<file path="src/rtl/alu_issue_if.sv">
// Request/response handshake bundle for alu_issue_stage.
// slave: the issue stage; master: the producer/consumer.
interface alu_issue_if;
  logic        REQ_VALID;
  logic        REQ_READY;
  logic [5:0]  REQ_OPRN;
  logic [31:0] REQ_OP1;
  logic [31:0] REQ_OP2;
  logic        REQ_FWD;
  logic        RSP_VALID;
  logic        RSP_READY;
  logic [31:0] RSP_DATA;
  logic        RSP_ZERO;
  logic        RSP_ERR;

  modport slave (
    input  REQ_VALID, REQ_OPRN, REQ_OP1,
    input  REQ_OP2, REQ_FWD, RSP_READY,
    output REQ_READY, RSP_VALID, RSP_DATA,
    output RSP_ZERO, RSP_ERR
  );

  modport master (
    output REQ_VALID, REQ_OPRN, REQ_OP1,
    output REQ_OP2, REQ_FWD, RSP_READY,
    input  REQ_READY, RSP_VALID, RSP_DATA,
    input  RSP_ZERO, RSP_ERR
  );
endinterface

</file>
<file path="src/rtl/alu_issue_stage.sv">
// Issue/capture stage feeding a combinational ALU: 2-entry FIFO,
// issue register, result register. ALU_ISSUE_FWD_EN adds OP1 forwarding.
module alu_issue_stage #(
  parameter int DEPTH = 2,
  parameter int CNT_W = 16
) (
  input  logic             CLK,
  input  logic             RST,
  alu_issue_if.slave       bus,
  output logic [5:0]       ALU_OPRN,
  output logic [31:0]      ALU_OP1,
  output logic [31:0]      ALU_OP2,
  input  logic [31:0]      ALU_OUT,
  input  logic             ALU_ZERO,
  output logic [CNT_W-1:0] OP_COUNT,
  output logic             BUSY
);

  localparam logic [1:0] FULL = 2'(DEPTH);

  typedef struct packed {
    logic [5:0]  oprn;
    logic [31:0] op1;
    logic [31:0] op2;
`ifdef ALU_ISSUE_FWD_EN
    logic        fwd;
`endif
  } entry_t;

  entry_t      mem [2];
  entry_t      in_e;
  entry_t      head;
  logic [1:0]  count;
  logic        wr_ptr;
  logic        rd_ptr;
  logic        iss_v;
  logic        rsp_valid;
  logic [31:0] rsp_data;
  logic        rsp_zero;
  logic        rsp_err;
  logic        push;
  logic        pop;
  logic        res_free;
  logic        iss_free;
  logic        cap;
  logic        illegal;
  logic [31:0] op1_nxt;

  assign bus.REQ_READY = (count < FULL);
  assign bus.RSP_VALID = rsp_valid;
  assign bus.RSP_DATA  = rsp_data;
  assign bus.RSP_ZERO  = rsp_zero;
  assign bus.RSP_ERR   = rsp_err;

  assign push     = bus.REQ_VALID && bus.REQ_READY;
  assign res_free = !rsp_valid || bus.RSP_READY;
  assign iss_free = !iss_v || res_free;
  assign pop      = iss_free && (count != 2'd0);
  assign cap      = iss_v && res_free;
  assign illegal  = (ALU_OPRN == 6'd0) || (ALU_OPRN > 6'd9);
  assign head     = mem[rd_ptr];
  assign BUSY     = (count != 2'd0) || iss_v || rsp_valid;

  always_comb begin
    in_e      = '0;
    in_e.oprn = bus.REQ_OPRN;
    in_e.op1  = bus.REQ_OP1;
    in_e.op2  = bus.REQ_OP2;
`ifdef ALU_ISSUE_FWD_EN
    in_e.fwd  = bus.REQ_FWD;
`endif
  end

`ifdef ALU_ISSUE_FWD_EN
  logic [31:0] last_q;
  logic [31:0] fwd_val;

  // in-flight result wins over the stored one when both exist
  assign fwd_val = cap ? (illegal ? 32'd0 : ALU_OUT) : last_q;
  assign op1_nxt = head.fwd ? fwd_val : head.op1;

  always_ff @(posedge CLK or negedge RST) begin
    if (!RST)
      last_q <= '0;
    else if (cap)
      last_q <= illegal ? 32'd0 : ALU_OUT;
  end
`else
  logic unused_fwd;

  assign unused_fwd = bus.REQ_FWD;
  assign op1_nxt    = head.op1;
`endif

  always_ff @(posedge CLK) begin
    if (push)
      mem[wr_ptr] <= in_e;
  end

  always_ff @(posedge CLK or negedge RST) begin
    if (!RST) begin
      count  <= 2'd0;
      wr_ptr <= 1'b0;
      rd_ptr <= 1'b0;
    end else begin
      if (push)
        wr_ptr <= ~wr_ptr;
      if (pop)
        rd_ptr <= ~rd_ptr;
      unique case ({push, pop})
        2'b10:   count <= count + 2'd1;
        2'b01:   count <= count - 2'd1;
        default: count <= count;
      endcase
    end
  end

  always_ff @(posedge CLK or negedge RST) begin
    if (!RST) begin
      iss_v    <= 1'b0;
      ALU_OPRN <= '0;
      ALU_OP1  <= '0;
      ALU_OP2  <= '0;
    end else if (pop) begin
      iss_v    <= 1'b1;
      ALU_OPRN <= head.oprn;
      ALU_OP1  <= op1_nxt;
      ALU_OP2  <= head.op2;
    end else if (iss_free) begin
      iss_v    <= 1'b0;
    end
  end

  always_ff @(posedge CLK or negedge RST) begin
    if (!RST) begin
      rsp_valid <= 1'b0;
      rsp_data  <= '0;
      rsp_zero  <= 1'b0;
      rsp_err   <= 1'b0;
    end else if (cap) begin
      rsp_valid <= 1'b1;
      rsp_data  <= illegal ? 32'd0 : ALU_OUT;
      rsp_zero  <= illegal ? 1'b1 : ALU_ZERO;
      rsp_err   <= illegal;
    end else if (bus.RSP_READY) begin
      rsp_valid <= 1'b0;
    end
  end

  always_ff @(posedge CLK or negedge RST) begin
    if (!RST)
      OP_COUNT <= '0;
    else if (rsp_valid && bus.RSP_READY)
      OP_COUNT <= OP_COUNT + CNT_W'(1);
  end

endmodule

</file>
<file path="src/flat_wrapper.sv">
// flat-port wrapper written by rule: the top's interface ports become plain ports
module alu_issue_stage_flat 
#(
  parameter int DEPTH = 2,
  parameter int CNT_W = 16
)
  (CLK, RST, ALU_OPRN, ALU_OP1, ALU_OP2, ALU_OUT, ALU_ZERO, OP_COUNT, BUSY, bus_REQ_VALID, bus_REQ_OPRN, bus_REQ_OP1, bus_REQ_OP2, bus_REQ_FWD, bus_RSP_READY, bus_REQ_READY, bus_RSP_VALID, bus_RSP_DATA, bus_RSP_ZERO, bus_RSP_ERR);
  alu_issue_if bus_i ();
  input  logic CLK;
  input  logic RST;
  output logic [5:0] ALU_OPRN;
  output logic [31:0] ALU_OP1;
  output logic [31:0] ALU_OP2;
  input  logic [31:0] ALU_OUT;
  input  logic ALU_ZERO;
  output logic [CNT_W-1:0] OP_COUNT;
  output logic BUSY;
  input wire logic [$bits(bus_i.REQ_VALID)-1:0] bus_REQ_VALID;
  input wire logic [$bits(bus_i.REQ_OPRN)-1:0] bus_REQ_OPRN;
  input wire logic [$bits(bus_i.REQ_OP1)-1:0] bus_REQ_OP1;
  input wire logic [$bits(bus_i.REQ_OP2)-1:0] bus_REQ_OP2;
  input wire logic [$bits(bus_i.REQ_FWD)-1:0] bus_REQ_FWD;
  input wire logic [$bits(bus_i.RSP_READY)-1:0] bus_RSP_READY;
  output wire logic [$bits(bus_i.REQ_READY)-1:0] bus_REQ_READY;
  output wire logic [$bits(bus_i.RSP_VALID)-1:0] bus_RSP_VALID;
  output wire logic [$bits(bus_i.RSP_DATA)-1:0] bus_RSP_DATA;
  output wire logic [$bits(bus_i.RSP_ZERO)-1:0] bus_RSP_ZERO;
  output wire logic [$bits(bus_i.RSP_ERR)-1:0] bus_RSP_ERR;
  assign bus_i.REQ_VALID = bus_REQ_VALID;
  assign bus_i.REQ_OPRN = bus_REQ_OPRN;
  assign bus_i.REQ_OP1 = bus_REQ_OP1;
  assign bus_i.REQ_OP2 = bus_REQ_OP2;
  assign bus_i.REQ_FWD = bus_REQ_FWD;
  assign bus_i.RSP_READY = bus_RSP_READY;
  assign bus_REQ_READY = bus_i.REQ_READY;
  assign bus_RSP_VALID = bus_i.RSP_VALID;
  assign bus_RSP_DATA = bus_i.RSP_DATA;
  assign bus_RSP_ZERO = bus_i.RSP_ZERO;
  assign bus_RSP_ERR = bus_i.RSP_ERR;
  alu_issue_stage #(.DEPTH(DEPTH), .CNT_W(CNT_W)) u_core (.CLK(CLK), .RST(RST), .bus(bus_i), .ALU_OPRN(ALU_OPRN), .ALU_OP1(ALU_OP1), .ALU_OP2(ALU_OP2), .ALU_OUT(ALU_OUT), .ALU_ZERO(ALU_ZERO), .OP_COUNT(OP_COUNT), .BUSY(BUSY));
endmodule
</file>
<file path="config.mk">
export PLATFORM = sky130hd
export DESIGN_NAME = alu_issue_stage_flat
export DESIGN_NICKNAME = d
export VERILOG_FILES = /design/src/rtl/alu_issue_if.sv /design/src/rtl/alu_issue_stage.sv /design/src/flat_wrapper.sv
export SDC_FILE = /design/constraint.sdc
export NUM_CORES = 1
export LEC_CHECK = 0
export ABC_AREA = 1
export BUFFER_PORTS_ARGS = -buffer_cell sky130_fd_sc_hd__clkbuf_2
export CORE_MARGIN = 2
export CORE_UTILIZATION = 48
export DETAILED_ROUTE_END_ITERATION = 8
export PLACE_DENSITY = 0.72
export REMOVE_ABC_BUFFERS = 1
export SYNTH_ARGS = -nofsm -noshare
export SYNTH_HDL_FRONTEND = slang
export SYNTH_SLANG_ARGS = --single-unit
</file>
<file path="constraint.sdc">
create_clock -name CLK -period 5 [get_ports CLK]
set_clock_uncertainty 0.2 [all_clocks]
set_input_delay 0.25 -clock CLK [delete_from_list [all_inputs] [get_ports CLK]]
set_output_delay 0.25 -clock CLK [all_outputs]
set_load 0.02 [all_outputs]
</file>
==> results of run 1 <==
[layer usage]
metal	part of all wire (%)	global-route usage [%]	vias up
met2	49	35.7	320
met5	0	0	-
met4	2.3	5.86	0
met1	40	25.5	3390
met3	8.5	4.88	44
li1	-	-	3438
[sequential cells by signal (all words and copies together), names as in the netlist, 2 cells and up]
signal               count
u_core.ALU_OP2          32
u_core.mem             140
u_core.bus.RSP_DATA     32
u_core.OP_COUNT         16
u_core.count             2
u_core.ALU_OP1          32
u_core.ALU_OPRN          6
[cells by family after synthesis]
logic type	share of synthesized area (%)
xor gates and xnor gates	1.23
and+or+nand+nor	15.7
adders and majority gates	0.251
DFF	73.9
buffers and inverters	3.46
AOI/OAI and AO/OA	5.48
[layout by cell type, fill, tap and decap left out]
master and count:
edfxtp_1 140, xnor2_1 7, dfrtp_2 1, clkbuf_1 9
clkinvlp_4 1, nand3_1 44, ha_1 2, nor2_4 3
bufinv_16 2, buf_4 9, nand2_2 1, or2_1 1
nor3_1 1, inv_1 22, or2_2 2, nand2_1 172
o21ai_2 1, inv_6 1, nor3_2 1, nor2_2 1
dlygate4sd3_1 106, nand3b_1 3, clkbuf_16 27, o31ai_1 70
clkbuf_8 5, xor2_1 7, clkbuf_2 228, nand4_1 4
o21ai_0 1, a21oi_1 2, nor2_1 154, dfrtp_1 125
nand2_4 1, buf_6 1, inv_2 1, clkinv_2 5
[through the flow]
step	cell area [um2]	instances	hold slack, ns	setup WS, ns
after floorplan	9700	767	-0.246	0.662
after global routing	13200	1431	0.143	2.25
after CTS	13200	1431	0.115	2.39
final	13200	1431	0.0921	2.45
after detailed placement	11300	1275	0.0926	2.40
after global placement	11300	1275	0.0950	2.45
[worst max-delay path: stages, from the launching register on]
cell and delay [ns]:
dfrtp_1 0.41, or2_1 0.29, nand2_4 0.66, inv_1 0.11, ha_1 0.36, a21oi_1 0.13
o21ai_0 0.12, xor2_1 0.15
[cell type report]
type,instances,area [um2]
flip-flops and latches,266,7360
fillers,1507,7080
repair buffers,344,2280
multi-input cells,478,2280
clock buffers,41,778
well taps,270,338
clock inverters,9,101
inverters,23,86.3
[worst paths after layout]
kind | from | endpoint | slack, ns | cells after the start
setup reg to reg | u_core.count[0] | u_core.count[1] | 2.45 | 7
max in group asynchronous | RST | u_core.rd_ptr | 3.21 | 3
setup / recovery | u_core.count[0] | u_core.count[1] | 2.45 | 7
hold / removal | RST | u_core.bus.RSP_DATA[9] | 0.09 | 2
min in group CLK | bus_REQ_OP1[22] | u_core.mem[0][54] | 0.25 | 2
hold reg to reg | u_core.ALU_OP1[28] | u_core.ALU_OP1[28] | 0.28 | 2
[power by group]
group / total (mW) / internal, mW / leakage [nW] / switching (mW)
registers: 3.40 / 3.03 / 2.84 / 0.367
logic: 2.78 / 0.855 / 2.60 / 1.92
clock network: 1.98 / 1.17 / 0.432 / 0.805
total: 8.15 / 5.06 / 5.88 / 3.09
[timing repair]
action / 4_1_cts / 5_1_grt
hold buffers: 106 / 0
endpoints found under the hold margin: 247 / 0
gates resized for setup: 0 / 0
setup buffers: 0 / 0
==> flow_summary.toml, run 1 <==
[run_status]
outcome = "finished, final reports clean"

[die]
io_pins = 231
rows = 52
die_area_mm2 = 0.0219
die_w_um = 148
core_mm2 = 0.0203
die_y_um = 148
initial_core_util_pct = 49.1

[timing]
finalSetupViolations = 0
finalCriticalPeriod_ns = 2.55
fin_crit_sh_pct = 51.1
slew_violations = 0
max_freq_ghz = 0.392
final.setup.tns_ns = 0
worst-slew-pin-transition_ns = 0.982
rsz0062_at_grt = "no"
slew_headroom_pct = 34.5
finalHoldViolCount = 0

[logic_synthesis]
synth_most_common_cell = "nand2_1"
synth_top_area_cell = "edfxtp_1"
synthTopCellsByArea = "edfxtp_1, dfrtp_1, nand2_1, nor2_1, o31ai_1"
synth_cell_types = 26
synth_edf_count = 140
yosys_warnings = 0
synth_common_cells = "nand2_1, nor2_1, edfxtp_1, dfrtp_1, o31ai_1"
synth.avg_cell_area_um2 = 12.4
syn-cell-area_mm2 = 0.00996
synthFlopType = "edfxtp_1"
synth_top_area_share_pct = 42.2
synth.ff_latch_count = 266
ys_seq_area_share_pct = 73.9
async_flop_share_pct = 47.4
synthCells = 806

[final_layout]
drive_above_1_share_pct = 25.1
syn2layout_area_growth_pct = 32.8
utilization_pct = 65.1
fin_nets = 1250
antenna-diode-count = 0

[flow_run]
max_cap_violations = 0

[detailed_routing]
firstDrtPassIters = 5
vias = 7192
routed_via_density = 5.03
avgRoutedWirePerCell_um = 16.0
drc = 0
drt_iter0_markers = 309
ant_nets = 0
wl_mm = 22.9

[placement]
dp_hpwl_mm = 13.0
globalplace.congestion = 0.843
numPortBuffers = 229

[clocking]
path_clk_slew_ns = 0.06
htreeDepth = 1
cts_tree = "yes"
cts_buffer_depth = 3
cts-root-buf = "clkbuf_16"
cts.sinks = 266
clock_latency_ns = 0.53
numCtsBuffers = 27

[critical_path]
crit_path_end_kind = "flop"
critical_path_arrival_ns = 2.76
cp.required_ns = 5.20
crit_type = "flop to flop"
path_max_fanout = 90
cp-start-kind = "flop"

[pwr]
p_total_mw = 8.15
leakage_nw = 5.88
irDropWorstVdd_mv = 0.444
p_per_area_mw_per_mm2 = 617

[hold_path]
hp-class = "primary input to async pin"

[grt]
antenna_found_initial = 0
grt_pass1_wl_mm = 35.8
grt_usage_pct = 20.4
grt_overflow = 0
grt_max_degree = 91
grt_pass1_vias = 7292
Power figures use the tool's default switching activity.
==> run 2: changes to the inputs <==
==> constraint.sdc (replaced) <==
create_clock -name CLK -period 2.4 [get_ports CLK]
set_clock_uncertainty 0.2 [all_clocks]
set_input_delay 0.12 -clock CLK [delete_from_list [all_inputs] [get_ports CLK]]
set_output_delay 0.12 -clock CLK [all_outputs]
set_load 0.02 [all_outputs]
==> run 2 against run 1 <==
Net effect: power increased by 110%; sequential power increased by 110%; worst hold slack improved by 0.034 ns; combinational power increased by 110%; register-to-register slack got worse by 2.0 ns; die area unchanged; critical path depth increased by 1; clock power increased by 130%; worst setup slack got worse by 2.0 ns; via count increased by 1.2%; clock-buffer cell count decreased by 5; flip-flop and latch count unchanged; critical path type unchanged; largest cell class unchanged.
==> flow_summary.toml, run 2 (same netlist as run 1, synthesis figures left out) <==
[grt]
grt_pass1_wl_mm = 37.0
grt_overflow = 0
grt_usage_pct = 21.1
antenna_found_initial = 0
grt_max_degree = 143
grt_pass1_vias = 7441

[timing]
fin_crit_sh_pct = 82.3
slew_violations = 0
final.setup.tns_ns = 0
finalHoldViolCount = 0
slew_headroom_pct = 59.2
worst-slew-pin-transition_ns = 0.612
max_freq_ghz = 0.506
setup_ws_ns = 0.425
rsz0062_at_grt = "no"
whs_ns = 0.127
finalSetupViolations = 0
finalCriticalPeriod_ns = 1.97

[die]
initial_core_util_pct = 49.1
core_mm2 = 0.0203
io_pins = 231
die_area_mm2 = 0.0219
die_y_um = 148
die_w_um = 148
rows = 52

[critical_path]
cp.required_ns = 2.64
regToRegSetupSlack_ns = 0.43
max_stage_delay_ns = 0.54
startpoint = "u_core.ALU_OPRN[2]"
cp_num_buf_inv = 3
path_cells = "inv_1, nand2_1, nand2_1, o21ai_2, buf_4, nand3_1, nand2_1, dlygate4sd3_1"
crit_type = "flop to flop"
critical_path_arrival_ns = 2.22
critical_path.slowest_cell = "dlygate4sd3_1"
crit_path_end_kind = "flop"
cp-start-kind = "flop"
r2r.worst_path.cells = 8
critPathTopFamily = "buffers and inverters"
worstReg2RegStart = "u_core.ALU_OPRN[2]"
r2r-end = "u_core.bus.RSP_DATA[26]"
path_max_fanout = 34
cpMostUsedCell = "nand2_1"

[placement]
placed_area_mm2 = 0.0114
place_inst = 1281
numPortBuffers = 229
dp_slack_ns = 0.450
globalplace.congestion = 0.832
dp_hpwl_mm = 13.6

[clocking]
clock_latency_ns = 0.52
cts-root-buf = "clkbuf_16"
cts_buffer_depth = 3
cts.sinks = 266
path_clk_slew_ns = 0.06
numCtsBuffers = 27
htreeDepth = 1
cts_resized = 0
cts_setup_buffers = 0
cts_tree = "yes"
hold_buffers = 109

[final_layout]
nFillCells = 1428
largest_reg_flops = 140
final_cell_mix = "clkbuf_2, nand2_1, nor2_1"
utilization_pct = 66.4
fin_nets = 1259
register_area_mm2 = 0.00736
multi_input_area_mm2 = 0.00228
layout.cells.non_filler = 1439
syn2layout_area_growth_pct = 35.4
antenna-diode-count = 0
final_common_cell = "clkbuf_2"
fin_area_mm2 = 0.0135
regMostFlops = "u_core.mem"
drive_above_1_share_pct = 25.8

[pwr]
p_per_area_mw_per_mm2 = 1300
p_total_mw = 17.5
irDropWorstVdd_mv = 1.05
leakage_nw = 6.00

[hold_path]
min_path_cells = 2
min_from = "bus_REQ_OP2[30]"
hold_end = "u_core.mem[1][30]"
hp-class = "primary input to flop"

[detailed_routing]
drt_iter0_markers = 387
wl_mm = 23.4
routed_via_density = 5.06
avgRoutedWirePerCell_um = 16.3
firstDrtPassIters = 4
drc = 0
ant_nets = 0
vias = 7280

[run_status]
outcome = "finished, final reports clean"

[flow_run]
max_cap_violations = 0
-- run 2: changes by cell type in the layout (fill, tap and decap cells not counted) --
cell           previous run  this run
clkinv_1                  0         2
clkinv_2                  5         3
buf_12                    0         6
dlygate4sd3_1           106       108
clkbuf_8                  5         7
buf_16                    0         1
clkbuf_1                  9         2
bufinv_16                 2         5
clkinvlp_4                1         2
-- run 2: power breakdown --
| part | leakage (nW) | internal (mW) | switching [mW] |
|---|---|---|---|
| Sequential | 2.84 | 6.31 | 0.811 |
| Clock | 0.476 | 2.81 | 1.66 |
| Combinational | 2.68 | 1.92 | 4.00 |
| Total | 6.00 | 11.0 | 6.47 |
-- run 2: routing by layer --
layer | up-vias | routed length (um) | GRT usage [%]
met2 | 298 | 11700 | 37.6
li1 | 3435 | - | -
met3 | 40 | 1960 | 5.46
met5 | - | 0 | 0
met1 | 3507 | 9330 | 25.8
met4 | 0 | 471 | 5.24
-- run 2: worst max path at each step --
stage,to,slack (ns),cells past startpoint
floorplan,u_core.mem[0][0],-1.94,3
global placement,u_core.ALU_OPRN[0],0.58,4
detailed placement,u_core.ALU_OP1[8],0.45,4
CTS,u_core.bus.RSP_DATA[26],0.41,8
global route,u_core.bus.RSP_DATA[26],0.31,8
finish,u_core.bus.RSP_DATA[26],0.43,8
-- run 2: cell type report --
class / count / area share [%]
clock buffers: 36 / 5.78
clock inverters: 13 / 1.46
repair buffers: 353 / 18.2
multi-input cells: 478 / 16.9
well taps: 270 / 2.50
inverters: 23 / 0.640
flip-flops and latches: 266 / 54.6
